File: config.mk
export PLATFORM = sky130hd
export DESIGN_NAME = serial_subtractor
export DESIGN_NICKNAME = d
export VERILOG_FILES = /design/src/rtl/sub_pkg.sv /design/src/rtl/full_subtractor.sv /design/src/rtl/serial_subtractor.sv
export SDC_FILE = /design/constraint.sdc
export NUM_CORES = 1
export LEC_CHECK = 0
export CAP_MARGIN = 20
export CORE_MARGIN = 2
export CORE_UTILIZATION = 50
export CTS_CLUSTER_SIZE = 12
export DETAILED_ROUTE_END_ITERATION = 12
export DONT_BUFFER_PORTS = 1
export PLACE_DENSITY = 0.74
export SETUP_SLACK_MARGIN = 0.1
export SYNTH_ARGS = -nofsm -noshare
export SYNTH_HDL_FRONTEND = slang
export SYNTH_SLANG_ARGS = --single-unit
File: constraint.sdc
create_clock -name clk -period 2.08 [get_ports clk]
set_input_delay 0.52 -clock clk [delete_from_list [all_inputs] [get_ports clk]]
set_output_delay 0.52 -clock clk [all_outputs]
set_load 0.01 [all_outputs]
File: src/rtl/sub_pkg.sv
// ============================================================================
// Module   : sub_pkg
// Brief    : Shared state encoding and default width for the serial subtractor.
// Revision : 1.0 - initial release
// ============================================================================
`default_nettype none

package sub_pkg;

    localparam int DEFAULT_WIDTH = 4;

    typedef enum logic [1:0] {
        ST_IDLE = 2'd0,
        ST_RUN  = 2'd1,
        ST_DONE = 2'd2
    } state_t;

endpackage

`default_nettype wire

File: src/rtl/full_subtractor.sv
// ============================================================================
// Module   : full_subtractor
// Brief    : One-bit combinational subtractor: diff = a - b - bin, with borrow.
// Revision : 1.0 - initial release
// ============================================================================
`default_nettype none

module full_subtractor (
    input  logic a_i,
    input  logic b_i,
    input  logic bin_i,
    output logic diff_o,
    output logic bout_o
);

    logic w_axb;

    assign w_axb  = a_i ^ b_i;
    assign diff_o = w_axb ^ bin_i;
    assign bout_o = (~a_i & b_i) | (~w_axb & bin_i);

endmodule

`default_nettype wire

File: src/rtl/serial_subtractor.sv
// ============================================================================
// Module   : serial_subtractor
// Brief    : Bit-serial WIDTH-bit subtractor, LSB first, start/busy/done handshake.
// Revision : 1.0 - initial release
// ============================================================================
`default_nettype none

module serial_subtractor
    import sub_pkg::*;
#(
    parameter int WIDTH = DEFAULT_WIDTH
) (
    input  logic             clk,
    input  logic             rst_n,
    input  logic             start,
    input  logic [WIDTH-1:0] a,
    input  logic [WIDTH-1:0] b,
    input  logic             bin,
    output logic             busy,
    output logic             done,
    output logic [WIDTH-1:0] d,
    output logic             bout
);

    localparam int CNT_W = (WIDTH > 1) ? $clog2(WIDTH) : 1;

    state_t             state_q, state_d;
    logic [WIDTH-1:0]   a_q, a_d;
    logic [WIDTH-1:0]   b_q, b_d;
    // Holds the WIDTH-1 bits already produced; the final bit goes straight to d.
    logic [WIDTH-2:0]   res_q, res_d;
    logic [WIDTH-1:0]   d_q, d_d;
    logic [CNT_W-1:0]   cnt_q, cnt_d;
    logic               br_q, br_d;
    logic               bout_q, bout_d;

    logic               w_diff;
    logic               w_br_next;

    full_subtractor u_fs (
        .a_i    (a_q[0]),
        .b_i    (b_q[0]),
        .bin_i  (br_q),
        .diff_o (w_diff),
        .bout_o (w_br_next)
    );

    always_comb begin
        state_d = state_q;
        a_d     = a_q;
        b_d     = b_q;
        res_d   = res_q;
        d_d     = d_q;
        cnt_d   = cnt_q;
        br_d    = br_q;
        bout_d  = bout_q;

        case (state_q)
            ST_IDLE: begin
                if (start) begin
                    a_d     = a;
                    b_d     = b;
                    br_d    = bin;
                    cnt_d   = '0;
                    res_d   = '0;
                    state_d = ST_RUN;
                end
            end
            ST_RUN: begin
                res_d = (res_q >> 1) | ((WIDTH-1)'(w_diff) << (WIDTH-2));
                a_d   = a_q >> 1;
                b_d   = b_q >> 1;
                br_d  = w_br_next;
                cnt_d = cnt_q + CNT_W'(1);
                if (cnt_q == CNT_W'(WIDTH-1)) begin
                    d_d     = {w_diff, res_q};
                    bout_d  = w_br_next;
                    state_d = ST_DONE;
                end
            end
            ST_DONE: begin
                state_d = ST_IDLE;
            end
            default: begin
                state_d = ST_IDLE;
            end
        endcase
    end

    always_ff @(posedge clk) begin
        if (!rst_n) begin
            state_q <= ST_IDLE;
            a_q     <= '0;
            b_q     <= '0;
            res_q   <= '0;
            d_q     <= '0;
            cnt_q   <= '0;
            br_q    <= 1'b0;
            bout_q  <= 1'b0;
        end else begin
            state_q <= state_d;
            a_q     <= a_d;
            b_q     <= b_d;
            res_q   <= res_d;
            d_q     <= d_d;
            cnt_q   <= cnt_d;
            br_q    <= br_d;
            bout_q  <= bout_d;
        end
    end

    assign busy = (state_q == ST_RUN);
    assign done = (state_q == ST_DONE);
    assign d    = d_q;
    assign bout = bout_q;

endmodule

`default_nettype wire
After elaboration in Yosys (flattened, before gate mapping)
Cells that the tools add are included.
Cells by class
  add/sub/neg operators: 1
  equal/unequal tests: 5
  multiplexer cells: 13
  bitwise operators: 8
  reductions and logical operators: 5
Operators with widths (count)
  4-bit one-hot mux with 2 select lines: 2
  4-bit two-way mux: 2
  2-bit one-hot mux with 2 select lines: 2
  2-bit two-way mux: 3
  3-bit one-hot mux with 2 select lines: 1
  2-bit AND reduction: 3
  2-bit equality test (second input constant): 2
  3-bit two-way mux: 1
  2-bit by 3-bit bitwise OR with 3-bit output: 1
  2-bit by 1-bit adder with 2-bit output (second input constant): 1
  1-bit AND: 2
  2-bit by 1-bit equality test with 1-bit output (second input constant): 1
  2-bit logical NOT: 1
  2-bit by 1-bit inequality test with 1-bit output (second input constant): 1
  2-bit inequality test (second input constant): 1
  1-bit NOT: 2
  1-bit one-hot mux with 2 select lines: 1
  2-bit nonzero test: 1
  1-bit bitwise XOR: 2
  1-bit two-way mux: 1
  1-bit bitwise OR: 1
Storage, ports and cells
  register bits after elaboration: 21
  word-level logic and storage cells: 40

Logic depth before layout (Yosys ltp)
Gate-level depths: netlist of run 1.
  word-level depth: 5
  mapped depth: 5
  mapped depth without buffers: 5

Hierarchy
Synthesis of run 1 repeated with hierarchy kept, for this count alone.
Second synthesis, totals
  cells, all modules: 95
  area, all modules: 917.1 um^2
By module, submodules not included
  serial_subtractor: times used 1, cells an instance 91, area each 885.8 um^2, sequential area each 420.4 um^2
  full_subtractor: times used 1, cells an instance 4, area each 31.3 um^2, sequential area each 0.0 um^2

Worst setup path before layout of run 1
No wires, ideal clock.
  kind: register -> output
  start point: register state_q[0]
  end point: output done
  data arrival time: 772 ps
  data required time: 1560 ps
  setup slack: 788 ps
  stages on the path, launching flop included: 4
  buffers on the path: 2
  cell sequence: dfxtp_1 > buf_6 > buf_2 > nor2b_1
Between the ends
  cells in the longest elaborated chain, start to end: 1
Ends and longest elaborated chain
  start: declaration: RTL line serial_subtractor.sv:27  | state_t state_q, state_d;
  start signal: assignment: RTL line serial_subtractor.sv:101  | state_q <= state_d;
  2-bit equality test: RTL line serial_subtractor.sv:113  | assign done = (state_q == ST_DONE);
  end: declaration: RTL line serial_subtractor.sv:20  | output logic done,
Every way passes these cells.

Worst setup path in the final report of run 1
  start point: register state_q[0]
  end point: output busy
Between the ends
  cells in the longest elaborated chain, start to end: 1
Ends and longest elaborated chain
  2-bit by 1-bit equality test with 1-bit output: RTL line serial_subtractor.sv:112  | assign busy = (state_q == ST_RUN);
  end: declaration: RTL line serial_subtractor.sv:19  | output logic busy,
Every way passes these cells.

==> PnR_summary.wiki, run 1 <==
{| class="wikitable"
! Metric !! Value
|-
| Count of maximum capacitance violations || 0
|-
| Remaining global-route overflow || 0
|-
| Critical Path End Type || output port
|-
| Share of power burned in the clock network || 0.275
|-
| Worst Tran Pin Value || 0.640 ns
|-
| IR Drop Worst-Case VDD || 533 uV
|-
| Fraction of final layout cells with drive strength greater than 1 || 0.0538
|-
| Multiplexer fraction of the synthesized cell area || 0.0454
|-
| Part of the total power dissipated in sequential elements || 0.626
|-
| Sequential fraction of the synthesis area || 0.477
|-
| Leading area contributor after synthesis || sky130_fd_sc_hd__dfxtp_1
|-
| Die boundary width || 46 um
|-
| First-pass iteration count of the detailed router || 4
|-
| Number of fill cells || 163
|-
| Synthesis warning total || 0
|-
| Antenna Nets Post-Route || 0
|-
| Result of the run || complete, no violations
|-
| Placed insts || 106
|-
| Cells on worst reg2reg path || 3
|-
| Dominant cells by area after synthesis || sky130_fd_sc_hd__dfxtp_1 48%, sky130_fd_sc_hd__nand2_1 6.8%, sky130_fd_sc_hd__mux2i_1 4.5%
|-
| List of cells traversed by the critical path || nand2b_1, inv_1
|-
| Hold path depth || 1
|-
| CTS H-tree depth || 1
|-
| Internal portion of total power || 0.529 mW
|-
| Vias after detailed routing || 630
|-
| Number of flops mapped to enable cells by yosys || 0
|-
| Net count after synthesis || 109
|-
| Startpoint class of the critical path || flop
|-
| Adder-cell area share of the yosys netlist || 0.0369
|-
| Avg Vias per Cell || 5.73
|-
| Number of antenna violations at the first check in global routing || 0
|-
| Global-route wire length before repair || 2450 um
|-
| Post-synthesis async set-or-reset flop share || 0
|-
| Slowest library cell on the worst path || sky130_fd_sc_hd__dfxtp_1
|-
| Count of buffering cells on the critical path with inverters included || 1
|-
| Number of remaining DRC errors || 0
|-
| Resized Gates After CTS || 0
|-
| Hold buffers post-CTS || 0
|-
| Vias in the first global route || 576
|-
| Synth top cells by count || 21 x sky130_fd_sc_hd__dfxtp_1, 16 x sky130_fd_sc_hd__nand2_1, 8 x sky130_fd_sc_hd__o21ai_0
|-
| Power density of the placed cells || 785 nW/um2
|-
| Clock latency of the later-clocked register in the worst-skew pair || 0.30 ns
|-
| Required time of the critical path || 1.56 ns
|-
| Clock-pin transition on the worst setup and hold timing paths || 0.11 ns
|-
| Synthesized cell area || 882 um2
|-
| Type of the worst setup path || flop to output port
|-
| Area post-placement || 860 um2
|-
| Switching power total || 0.166 mW
|-
| Area delta synth->final || 0.426%
|-
| Detailed router's first-iteration violation count || 10
|-
| Number of clock sinks seen by CTS || 21
|-
| Gate count after technology mapping || 95
|-
| Stages on the worst setup path || 2
|-
| Data arrival time of the critical path || 1.15 ns
|-
| Total wirelength of the detailed-routed design || 1440 um
|-
| Synthesized-area fraction occupied by xor and xnor cells || 0
|-
| Number of failing setup endpoints in the final timing report || 0
|-
| Max Buffers Root-to-Sink || 2
|-
| Fin. Hold Viols || 0
|-
| Delay of the slowest cell on the worst path || 0.47 ns
|-
| Average size of a mapped cell || 9.29 um2
|-
| Die height || 46 um
|-
| CTS tree || built
|-
| Number of standard cells in the final layout excluding fillers || 110
|-
| Distinct cells, synth || 26
|-
| Antenna fix cells || 0
|-
| Dominant combinational cell family by area after synthesis || simple AND/OR/NAND/NOR gates
|-
| GRT Total Usage || 0.162
|-
| Maximum number of pins on one net before global-route repair || 27
|-
| Average wire per standard cell || 13.1 um
|-
| Setup TNS || 0 ns
|-
| Final HPWL DP || 1000 um
|-
| Maximum clock skew at final layout || 0.00228 ns
|-
| Relative max-transition margin || 0.574
|-
| Share of the clock period used by the worst path after layout || 0.805
|-
| Fin. max-slew vios || 0
|-
| Synth Register Bits || 21
|-
| Inserted Clock Buffers || 3
|-
| Final design area excluding fillers || 886 um2
|-
| Number of nets in the final layout || 108
|-
| Worst Path Max Fanout || 9
|-
| Portion of synthesized cell area occupied by the leading cell type || 0.477
|-
| Standard cell core area || 1690 um2
|-
| Final Util || 0.524
|-
| Portion of total power attributed to combinational logic || 0.099
|-
| Share of the synthesized area in compound gates (AO/OA/AOI/OAI) || 0.174
|-
| Final weighted congestion of routability-driven global placement || 0.722
|-
| Most frequently used cell type in the post-synthesis netlist || sky130_fd_sc_hd__dfxtp_1
|-
| Critical path's top delay family || flip-flops
|-
| Hold Crit Class || primary input to flop
|-
| Num ports || 19
|-
| Unrepaired setup endpoints after global routing || no
|-
| Post-CTS Setup Inserts || 0
|-
| Final critical path time including I/O delays and setup || 1.67 ns
|-
| CTS root buffer || sky130_fd_sc_hd__clkbuf_4
|-
| Die area || 2120 um2
|-
| Initial cell density of the core || 0.522
|-
| Port Buffers || 0
|-
| Top achievable clock speed || 0.597 GHz
|-
| Most used flip-flop cell after synthesis || sky130_fd_sc_hd__dfxtp_1
|-
| Simple-gate portion of the synthesized area || 0.196
|-
| Switch share || 0.239
|-
| Number of rows in the core area || 15
|-
| Reported leakage power || 0.369 nW
|}
cell usage in the layout (no fill, tap or decap), drive strengths merged:
| cell type | n |
|---|---|
| a211oi | 1 |
| a21boi | 1 |
| a21oi | 1 |
| and3 | 2 |
| buf | 1 |
| clkbuf | 4 |
| dfxtp | 21 |
| fa | 1 |
| ha | 1 |
| inv | 3 |
| mux2i | 4 |
| nand2 | 16 |
| nand2b | 3 |
| nand3 | 6 |
| nand3b | 1 |
| nor2 | 3 |
| nor2b | 1 |
| nor3 | 1 |
| nor4b | 2 |
| o211a | 4 |
| o211ai | 1 |
| o21ai | 9 |
| o21ba | 1 |
| o22ai | 5 |
worst paths after layout:
kind,slack [ns],endpoint,start
worst max-delay path,0.41,busy,state_q[0]
worst min-delay path,0.33,b_q[1],rst_n
worst max register to register,0.53,a_q[1],state_q[0]
worst min register to register,0.46,cnt_q[1],cnt_q[1]
power by group through the flow:
| stage | clock network [mW] | registers, mW | logic [mW] |
|---|---|---|---|
| after floorplan | 0 | 0.439 | 0.0740 |
| after global routing | 0.214 | 0.438 | 0.0785 |
| final | 0.191 | 0.435 | 0.0690 |
| after detailed placement | 0 | 0.444 | 0.0691 |
| after CTS | 0.201 | 0.435 | 0.0698 |
| after global placement | 0 | 0.443 | 0.0672 |
metrics by stage:
| step | hold slack, ns | power (mW) | worst slack (ns) |
|---|---|---|---|
| after floorplan | 0.429 | 0.513 | 0.788 |
| after global placement | 0.440 | 0.510 | 0.606 |
| after detailed placement | 0.447 | 0.513 | 0.561 |
| after CTS | 0.323 | 0.705 | 0.385 |
| after global routing | 0.307 | 0.731 | 0.301 |
| final | 0.333 | 0.695 | 0.406 |
flip-flops by register name (all words and copies together), names as in the netlist:
| name | flops |
|---|---|
| a_q | 4 |
| b_q | 4 |
| bout | 1 |
| br_q | 1 |
| cnt_q | 2 |
| d | 4 |
| res_q | 3 |
| state_q | 2 |
cell families after synthesis:
family	Yosys count
and+or+nand+nor	35
adders and majority gates	2
AOI/OAI and AO/OA	23
buffers and inverters	10
DFF	21
muxes	4
routing by layer:
metal / track usage / share of wire / up-vias
met5: 0 / 0 / -
met4: 0.0686 / 0.011 / 0
met2: 0.250 / 0.48 / 13
met3: 0.0595 / 0.044 / 3
met1: 0.202 / 0.46 / 289
li1: - / - / 325
cell type report:
cell class / count / area [um2] / share of cell area
Timing Repair Buffer: 1 / 7.51 / 0.00847
Multi-Input combinational cell: 64 / 399 / 0.451
Inverter: 3 / 11.3 / 0.0127
Sequential cell: 21 / 420 / 0.475
Tap cell: 17 / 21.3 / 0.0240
Clock buffer: 4 / 26.3 / 0.0297
worst reg2reg max path: cells and delay by family, from the launching register on:
family / cells / cell delay, ns
DFF: 1 / 0.47
AOI/OAI and AO/OA: 3 / 1.01
(Power assumes the default switching activity.)
==> run 2, diff against run 1 <==
PLACE_DENSITY = 0.77   (was 0.74)
clock period = 1.5 ns   (was 2.08 ns; I/O delays follow)
==> PnR_summary.wiki, run 2 (synthesis gave the netlist of run 1 again) <==
{| class="wikitable"
! Metric !! Value
|-
| Result of the run || complete, no violations (unchanged)
|-
| Count of maximum capacitance violations || 0 (unchanged)
|-
| Share of power burned in the clock network || 0.276 (was 0.275)
|-
| Clock latency of the later-clocked register in the worst-skew pair || 0.31 ns (was 0.30 ns)
|-
| CTS H-tree depth || 1 (unchanged)
|-
| Number of rows in the core area || 15 (unchanged)
|-
| Maximum clock skew at final layout || 0.0139 ns (was 0.00228 ns)
|-
| Die area || 2120 um2 (unchanged)
|-
| Worst Tran Pin Value || 0.299 ns (was 0.640 ns)
|-
| Fin. max-slew vios || 0 (unchanged)
|-
| Remaining global-route overflow || 0 (unchanged)
|-
| Switch share || 0.248 (was 0.239)
|-
| Global-route wire length before repair || 2700 um (was 2450 um)
|-
| Initial cell density of the core || 0.522 (unchanged)
|-
| Placed insts || 108 (was 106)
|-
| Final weighted congestion of routability-driven global placement || 0.739 (was 0.722)
|-
| Area delta synth->final || 4.68% (was 0.426%)
|-
| Number of clock sinks seen by CTS || 21 (unchanged)
|-
| Antenna fix cells || 0 (unchanged)
|-
| Fraction of final layout cells with drive strength greater than 1 || 0.137 (was 0.0538)
|-
| Commonest cells after routing, fill and taps aside || 19 x sky130_fd_sc_hd__dfxtp_1, 16 x sky130_fd_sc_hd__nand2_1, 8 x sky130_fd_sc_hd__o21ai_0, 6 x sky130_fd_sc_hd__nand3_1, 5 x sky130_fd_sc_hd__o22ai_1 (was 21 x sky130_fd_sc_hd__dfxtp_1, 16 x sky130_fd_sc_hd__nand2_1, 8 x sky130_fd_sc_hd__o21ai_0, 6 x sky130_fd_sc_hd__nand3_1, 5 x sky130_fd_sc_hd__o22ai_1)
|-
| Data arrival time of the critical path || 1.01 ns (was 1.15 ns)
|-
| Post-CTS Setup Inserts || 0 (unchanged)
|-
| Max Buffers Root-to-Sink || 2 (unchanged)
|-
| Top achievable clock speed || 0.724 GHz
|-
| Relative max-transition margin || 0.798 (was 0.574)
|-
| Unrepaired setup endpoints after global routing || yes (was no)
|-
| Avg Vias per Cell || 5.79 (was 5.73)
|-
| Detailed router's first-iteration violation count || 7 (was 10)
|-
| Portion of total power attributed to combinational logic || 0.108 (was 0.099)
|-
| Clock-pin transition on the worst setup and hold timing paths || 0.12 ns (was 0.11 ns)
|-
| CTS tree || built (unchanged)
|-
| Internal portion of total power || 0.736 mW (was 0.529 mW)
|-
| Number of remaining DRC errors || 0 (unchanged)
|-
| Final hold slack || 0.181 ns (was 0.333 ns)
|-
| Die height || 46 um (unchanged)
|-
| Num ports || 19 (unchanged)
|-
| Critical Path End Type || output port (unchanged)
|-
| Area post-placement || 875 um2 (was 860 um2)
|-
| First-pass iteration count of the detailed router || 4 (unchanged)
|-
| GRT Total Usage || 0.179 (was 0.162)
|-
| Worst Path Max Fanout || 8 (was 9)
|-
| Final critical path time including I/O delays and setup || 1.38 ns
|-
| Pre-CTS setup slack || 0.270 ns (was 0.561 ns)
|-
| Worst path setup slack after routing || 0.119 ns (was 0.406 ns)
|-
| Total wirelength of the detailed-routed design || 1560 um (was 1440 um)
|-
| Reported leakage power || 0.381 nW (was 0.369 nW)
|-
| Die boundary width || 46 um (unchanged)
|-
| Part of the total power dissipated in sequential elements || 0.616 (was 0.626)
|-
| Share of the clock period used by the worst path after layout || 0.921
|-
| Power, Total || 0.980 mW (was 0.695 mW)
|-
| Inserted Clock Buffers || 3 (unchanged)
|-
| Final Util || 0.547 (was 0.524)
|-
| Number of nets in the final layout || 110 (was 108)
|-
| Antenna Nets Post-Route || 0 (unchanged)
|-
| Final HPWL DP || 1160 um (was 1000 um)
|-
| Fin. Hold Viols || 0 (unchanged)
|-
| Most common library cell in the layout ignoring fill and taps || sky130_fd_sc_hd__dfxtp_1 (unchanged)
|-
| Startpoint class of the critical path || flop (unchanged)
|-
| Number of failing setup endpoints in the final timing report || 0 (unchanged)
|-
| Hold buffers post-CTS || 0 (unchanged)
|-
| Hold Crit Class || primary input to flop (unchanged)
|-
| CTS root buffer || sky130_fd_sc_hd__clkbuf_4 (unchanged)
|-
| Number of fill cells || 158 (was 163)
|-
| Type of the worst setup path || flop to output port (unchanged)
|-
| Power density of the placed cells || 1060 nW/um2 (was 785 nW/um2)
|-
| Required time of the critical path || 1.12 ns (was 1.56 ns)
|-
| Standard cell core area || 1690 um2 (unchanged)
|-
| Average wire per standard cell || 13.9 um (was 13.1 um)
|-
| Switching power total || 0.243 mW (was 0.166 mW)
|-
| Port Buffers || 0 (unchanged)
|-
| Vias after detailed routing || 649 (was 630)
|-
| IR Drop Worst-Case VDD || 743 uV (was 533 uV)
|-
| Setup TNS || 0 ns (unchanged)
|-
| Final design area excluding fillers || 923 um2 (was 886 um2)
|-
| Number of antenna violations at the first check in global routing || 0 (unchanged)
|-
| Vias in the first global route || 619 (was 576)
|-
| Number of standard cells in the final layout excluding fillers || 112 (was 110)
|-
| Maximum number of pins on one net before global-route repair || 27 (unchanged)
|}
-- run 2: layout make-up --
| type | count | area, um2 | share of cell area |
|---|---|---|---|
| multi-input cells | 64 | 409 | 0.443 |
| clock buffers | 3 | 22.5 | 0.0244 |
| inverters | 3 | 13.8 | 0.0149 |
| repair buffers | 3 | 26.3 | 0.0285 |
| well taps | 17 | 21.3 | 0.0230 |
| flip-flops and latches | 21 | 425 | 0.461 |
| clock inverters | 1 | 5.00 | 0.00542 |
-- run 2: worst paths after layout --
kind	from	to	slack, ns	cells past startpoint
max reg2reg	b_q[0]	d[3]	0.25	4
min	rst_n	b_q[0]	0.18	1
max	state_q[1]	busy	0.12	2
min reg2reg	cnt_q[1]	cnt_q[1]	0.48	2
-- run 2: routing by layer --
layer  GRT usage  vias to the layer above  routed length [um]
met5           0                        -                   0
met4      0.0514                        0                   0
met3      0.0675                        0                  83
met2       0.275                       14                 742
met1       0.234                      304                 734
li1            -                      331                   -
-- run 2: what timing repair did --
action / 4_1_cts / 5_1_grt
endpoints found under the hold margin: 0 / 0
gates resized for setup: 6 / 3
setup endpoints to repair: 2 / 2
-- run 2: critical path: stages (launching register included) --
cell and delay (ns):
sky130_fd_sc_hd__dfxtp_2 0.37, sky130_fd_sc_hd__nand2b_2 0.24, sky130_fd_sc_hd__inv_4 0.10
-- run 2: power by group through the flow --
stage	clock network (mW)	registers [mW]	logic, mW
final	0.270	0.604	0.106
after global routing	0.301	0.608	0.124
after CTS	0.281	0.604	0.105
after detailed placement	0	0.616	0.102
after global placement	0	0.615	0.0984
after floorplan	0	0.609	0.103
==> run 3, diff against run 2 <==
RECOVER_POWER = 100   (was default)
==> PnR_summary.wiki, run 3 (synthesis gave the netlist of run 1 again) <==
{| class="wikitable"
! Metric !! Value
|-
| Power density of the placed cells || 1070 nW/um2 (was 1060 nW/um2)
|-
| Total wirelength of the detailed-routed design || 1550 um (was 1560 um)
|-
| Cells on worst reg2reg path || 4 (unchanged)
|-
| Hold Crit Class || primary input to flop (unchanged)
|-
| Hold path depth || 1 (unchanged)
|-
| Startpoint class of the critical path || flop (unchanged)
|-
| Count of maximum capacitance violations || 0 (unchanged)
|-
| GRT Total Usage || 0.179 (unchanged)
|-
| Area post-placement || 875 um2 (unchanged)
|-
| CTS H-tree depth || 1 (unchanged)
|-
| Number of rows in the core area || 15 (unchanged)
|-
| Max Buffers Root-to-Sink || 2 (unchanged)
|-
| Number of antenna violations at the first check in global routing || 0 (unchanged)
|-
| Die boundary width || 46 um (unchanged)
|-
| Initial cell density of the core || 0.522 (unchanged)
|-
| Share of the clock period used by the worst path after layout || 0.924 (was 0.921)
|-
| Die area || 2120 um2 (unchanged)
|-
| Worst Path Max Fanout || 8 (unchanged)
|-
| Final design area excluding fillers || 910 um2 (was 923 um2)
|-
| Die height || 46 um (unchanged)
|-
| Critical Path End Type || output port (unchanged)
|-
| Number of standard cells in the final layout excluding fillers || 112 (unchanged)
|-
| Post-CTS Setup Inserts || 0 (unchanged)
|-
| Number of fill cells || 163 (was 158)
|-
| Power, Total || 0.977 mW (was 0.980 mW)
|-
| Final HPWL DP || 1160 um (unchanged)
|-
| Average wire per standard cell || 13.8 um (was 13.9 um)
|-
| Detailed router's first-iteration violation count || 6 (was 7)
|-
| Unrepaired setup endpoints after global routing || yes (unchanged)
|-
| Num ports || 19 (unchanged)
|-
| Worst Tran Pin Value || 0.407 ns (was 0.299 ns)
|-
| Endpoint of the worst-slack reg-to-reg timing path || br_q (was d[3])
|-
| Reported leakage power || 0.373 nW (was 0.381 nW)
|-
| CTS tree || built (unchanged)
|-
| Antenna Nets Post-Route || 0 (unchanged)
|-
| Antenna fix cells || 0 (unchanged)
|-
| Result of the run || complete, no violations (unchanged)
|-
| Port Buffers || 0 (unchanged)
|-
| Commonest cells after routing, fill and taps aside || 19 x sky130_fd_sc_hd__dfxtp_1, 16 x sky130_fd_sc_hd__nand2_1, 9 x sky130_fd_sc_hd__o21ai_0, 6 x sky130_fd_sc_hd__nand3_1, 5 x sky130_fd_sc_hd__o22ai_1 (was 19 x sky130_fd_sc_hd__dfxtp_1, 16 x sky130_fd_sc_hd__nand2_1, 8 x sky130_fd_sc_hd__o21ai_0, 6 x sky130_fd_sc_hd__nand3_1, 5 x sky130_fd_sc_hd__o22ai_1)
|-
| Remaining global-route overflow || 0 (unchanged)
|-
| Hold Startpoint || rst_n (unchanged)
|-
| Global-route wire length before repair || 2700 um (unchanged)
|-
| Fin. max-slew vios || 0 (unchanged)
|-
| Final critical path time including I/O delays and setup || 1.39 ns (was 1.38 ns)
|-
| Fin. Hold Viols || 0 (unchanged)
|-
| Maximum number of pins on one net before global-route repair || 27 (unchanged)
|-
| Type of the worst setup path || flop to output port (unchanged)
|-
| Maximum clock skew at final layout || 0.0161 ns (was 0.0139 ns)
|-
| Flop-to-flop setup slack || 0.20 ns (was 0.25 ns)
|-
| Most common library cell in the layout ignoring fill and taps || sky130_fd_sc_hd__dfxtp_1 (unchanged)
|-
| Setup TNS || 0 ns (unchanged)
|-
| Vias after detailed routing || 645 (was 649)
|-
| Relative max-transition margin || 0.729 (was 0.798)
|-
| Number of failing setup endpoints in the final timing report || 0 (unchanged)
|-
| Hold buffers post-CTS || 0 (unchanged)
|-
| Clock latency of the later-clocked register in the worst-skew pair || 0.31 ns (about the same)
|-
| Data arrival time of the critical path || 1.01 ns (about the same)
|-
| Worst reg2reg startpoint || state_q[1] (was b_q[0])
|-
| First-pass iteration count of the detailed router || 4 (unchanged)
|-
| Endpoint of the worst hold path || b_q[0] (unchanged)
|-
| Required time of the critical path || 1.12 ns (about the same)
|-
| IR Drop Worst-Case VDD || 739 uV (was 743 uV)
|-
| Final weighted congestion of routability-driven global placement || 0.739 (unchanged)
|-
| Number of clock sinks seen by CTS || 21 (unchanged)
|-
| Inserted Clock Buffers || 3 (unchanged)
|-
| Clock-pin transition on the worst setup and hold timing paths || 0.12 ns (about the same)
|-
| Avg Vias per Cell || 5.76 (was 5.79)
|-
| Area delta synth->final || 3.12% (was 4.68%)
|-
| Fraction of final layout cells with drive strength greater than 1 || 0.105 (was 0.137)
|-
| Area of the multi-input gates || 405 um2 (was 409 um2)
|-
| Number of remaining DRC errors || 0 (unchanged)
|-
| Sequential cell area || 425 um2 (unchanged)
|-
| Top achievable clock speed || 0.722 GHz (was 0.724 GHz)
|-
| CTS root buffer || sky130_fd_sc_hd__clkbuf_4 (unchanged)
|-
| Standard cell core area || 1690 um2 (unchanged)
|-
| Number of nets in the final layout || 110 (unchanged)
|-
| Vias in the first global route || 619 (unchanged)
|-
| Placed insts || 108 (unchanged)
|}
[run 3: worst max path at each step]
stage / start / endpoint / depth (start not counted) / slack, ns
5_1_grt: state_q[1] / a_q[0] / 4 / 0.06
3_5_place_dp: b_q[0] / d[3] / 4 / 0.27
4_1_cts: state_q[1] / busy / 2 / 0.10
6_report: state_q[1] / busy / 2 / 0.11
2_1_floorplan: state_q[0] / b_q[0] / 5 / 0.35
3_3_place_gp: b_q[0] / d[3] / 4 / 0.32
[run 3: what timing repair did]
| item | in CTS | in global routing |
|---|---|---|
| gates resized for setup | 6 | 3 |
| setup endpoints to repair | 2 | 2 |
| pin swaps | 0 | 0 |
[run 3: worst max-delay path, cell delays in order (launching register included)]
cell,delay (ns)
sky130_fd_sc_hd__dfxtp_2,0.37
sky130_fd_sc_hd__nand2b_2,0.23
sky130_fd_sc_hd__inv_2,0.12
[run 3: metal layers]
layer  vias to the layer above  part of all wire  global-route usage
met4                         0                 0              0.0514
met2                        11              0.48               0.275
met5                         -                 0                   0
li1                        334                 -                   -
met3                         0             0.048              0.0675
met1                       300              0.47               0.234
[run 3: power breakdown]
| group | leakage, nW | internal [mW] | switching [mW] |
|---|---|---|---|
| clock network | 0.0177 | 0.0997 | 0.173 |
| logic | 0.182 | 0.0473 | 0.0533 |
| registers | 0.173 | 0.585 | 0.0180 |
| total | 0.373 | 0.732 | 0.244 |
[run 3: area by class of cell]
type / instances / share of cell area
multi-input combinational: 64 / 0.446
timing repair buffer: 3 / 0.0206
inverter: 3 / 0.0124
tap: 17 / 0.0234
sequential: 21 / 0.468
clock buffer: 3 / 0.0248
clock inverter: 1 / 0.00550
[run 3: through the flow]
stage                util  setup WS [ns]  hold slack [ns]
floorplan               -          0.351            0.429
global placement    0.518          0.315            0.440
detailed placement  0.518          0.270            0.458
CTS                 0.541          0.104            0.170
global route        0.539         0.0557            0.158
finish              0.539          0.114            0.179
==> patch (flow settings as in run 3) <==
Re-encode `state_t` (3 states) as one-hot, 3 bits wide.
--- a/src/rtl/sub_pkg.sv
+++ b/src/rtl/sub_pkg.sv
@@ -9,10 +9,10 @@
 
     localparam int DEFAULT_WIDTH = 4;
 
-    typedef enum logic [1:0] {
-        ST_IDLE = 2'd0,
-        ST_RUN  = 2'd1,
-        ST_DONE = 2'd2
+    typedef enum logic [2:0] {
+        ST_IDLE = 3'b001,
+        ST_RUN  = 3'b010,
+        ST_DONE = 3'b100
     } state_t;
 
 endpackage
Formal check against the unedited RTL: same outputs for any inputs over 10 cycles, from zero or initial values and one cycle with rst_n low; not proved beyond that.
==> patch against run 3 <==
The flow now finishes with violations (negative setup slack); design area grew 15%; sequential cell count increased by 1; register-to-register slack lost 110 ps; first-iteration DRC count rose to 4.8 times the old value; critical path type unchanged; die area increased by 5.3%; total power up 4.0%; routed wire length up 20%; maximum frequency down 9.0%; cell count increased by 13%; global-route usage increased by 1.5 points; area after synthesis is 5.8% higher; highest routed layer is now met4; setup slack worse by 140 ps.
==> patch: results <==
cells_and_area:
  nNonClkBuffers: 10
  final-nonclk-buf-share: 0.07628
  fill_cells: 162
  areaGrowthSynthToFinish_pct: 12.47
  multiInputGateArea_um2: 442.9
  drive_gt1_frac: 0.2970
  sh_seq_area: 0.4291
  nMultiInputCombCells: 60
  finalNetCount: 117
place:
  pre_cts_ws_ps: 120.8
  dp_hpwl_um: 1269
  placed_area_um2: 947.2
  place_congestion: 0.7245
clock_network:
  cts_resized: 8
  post-cts-setup-buffers: 5
  cts_buffer_depth: 2
sta:
  tightest_slew_ps: 229.7
  setup_viol: 1
  fin_skew_ps: 7.667
  setup-tns-final_ps: -23.44
  worst_slack_ps: -23.44
grt:
  grt_max_degree: 19
  grt_pass1_wl_um: 2953
  grt_pass1_vias: 683
  grt_use_total: 0.1943
floorplanning:
  rows: 15
status:
  failed_checks: "negative setup slack"
  status: "complete, but fails checks"
detailed_routing:
  drtIter0Drc: 29
  firstDrtPassIters: 4
  viasPerCell: 6.008
  dr_total_vias: 757
  wl_per_cell_um: 14.73
worst_setup_path:
  worst_path_max_delay_cell: "or3b_4"
  r2r_start: "state_q[2]$_SDFFE_PN0P_"
  crit_family: "simple AND/OR/NAND/NOR gates"
  r2r-end: "a_q[0]$_SDFFE_PN0P_"
  slowest_delay_ps: 410
  critPathMaxFanout: 4
  cp.arrival_ps: 1150
logic_synthesis:
  synth_fp_nets: 108
  ys_seq_area_frac: 0.4718
  synth_area_leaders: "dfxtp_1, o221a_2, o32a_1, nand2_1, mux2i_1"
  avgSynthCellArea_um2: 9.930
  yosys.cell_types.count: 30
power_and_ir_drop:
  p_sw_frac: 0.2365
  peakVddDrop_v: 0.0006671
  power_leakage_nw: 0.4048
worst_hold_path:
  hold_end: "state_q[0]$_SDFFE_PN1P_"
==> patch: cell types whose count changed after synthesis, sizes merged, moves of 3 or more <==
cell | run 3 | this run
o32a | 0 | 6
o221a | 0 | 6
inv | 3 | 6
nand3 | 6 | 1
o21ai | 9 | 1
o211a | 4 | 0
nor2 | 3 | 6
==> patch: logic make-up after synthesis <==
group           count (synthesis)  share of synthesized area
buf+inv                        12                    0.06701
compound gates                 23                     0.2078
simple gates                   31                     0.1756
flops                          22                     0.4718
fa+ha+maj                       2                    0.03485
mux                             4                    0.04290
==> patch: power by group through the flow <==
stage,Combinational [mW],Sequential (mW),Clock [mW]
floorplan,0.103,0.640,0
global placement,0.109,0.644,0
detailed placement,0.112,0.646,0
CTS,0.128,0.630,0.257
global route,0.147,0.633,0.291
finish,0.133,0.629,0.254
==> patch: layer usage <==
layer  global-route usage  routed length (µm)
met1               0.2441                 812
met2               0.3041                 901
met3              0.05385                 101
met4               0.1000                  40
met5                    0                   0
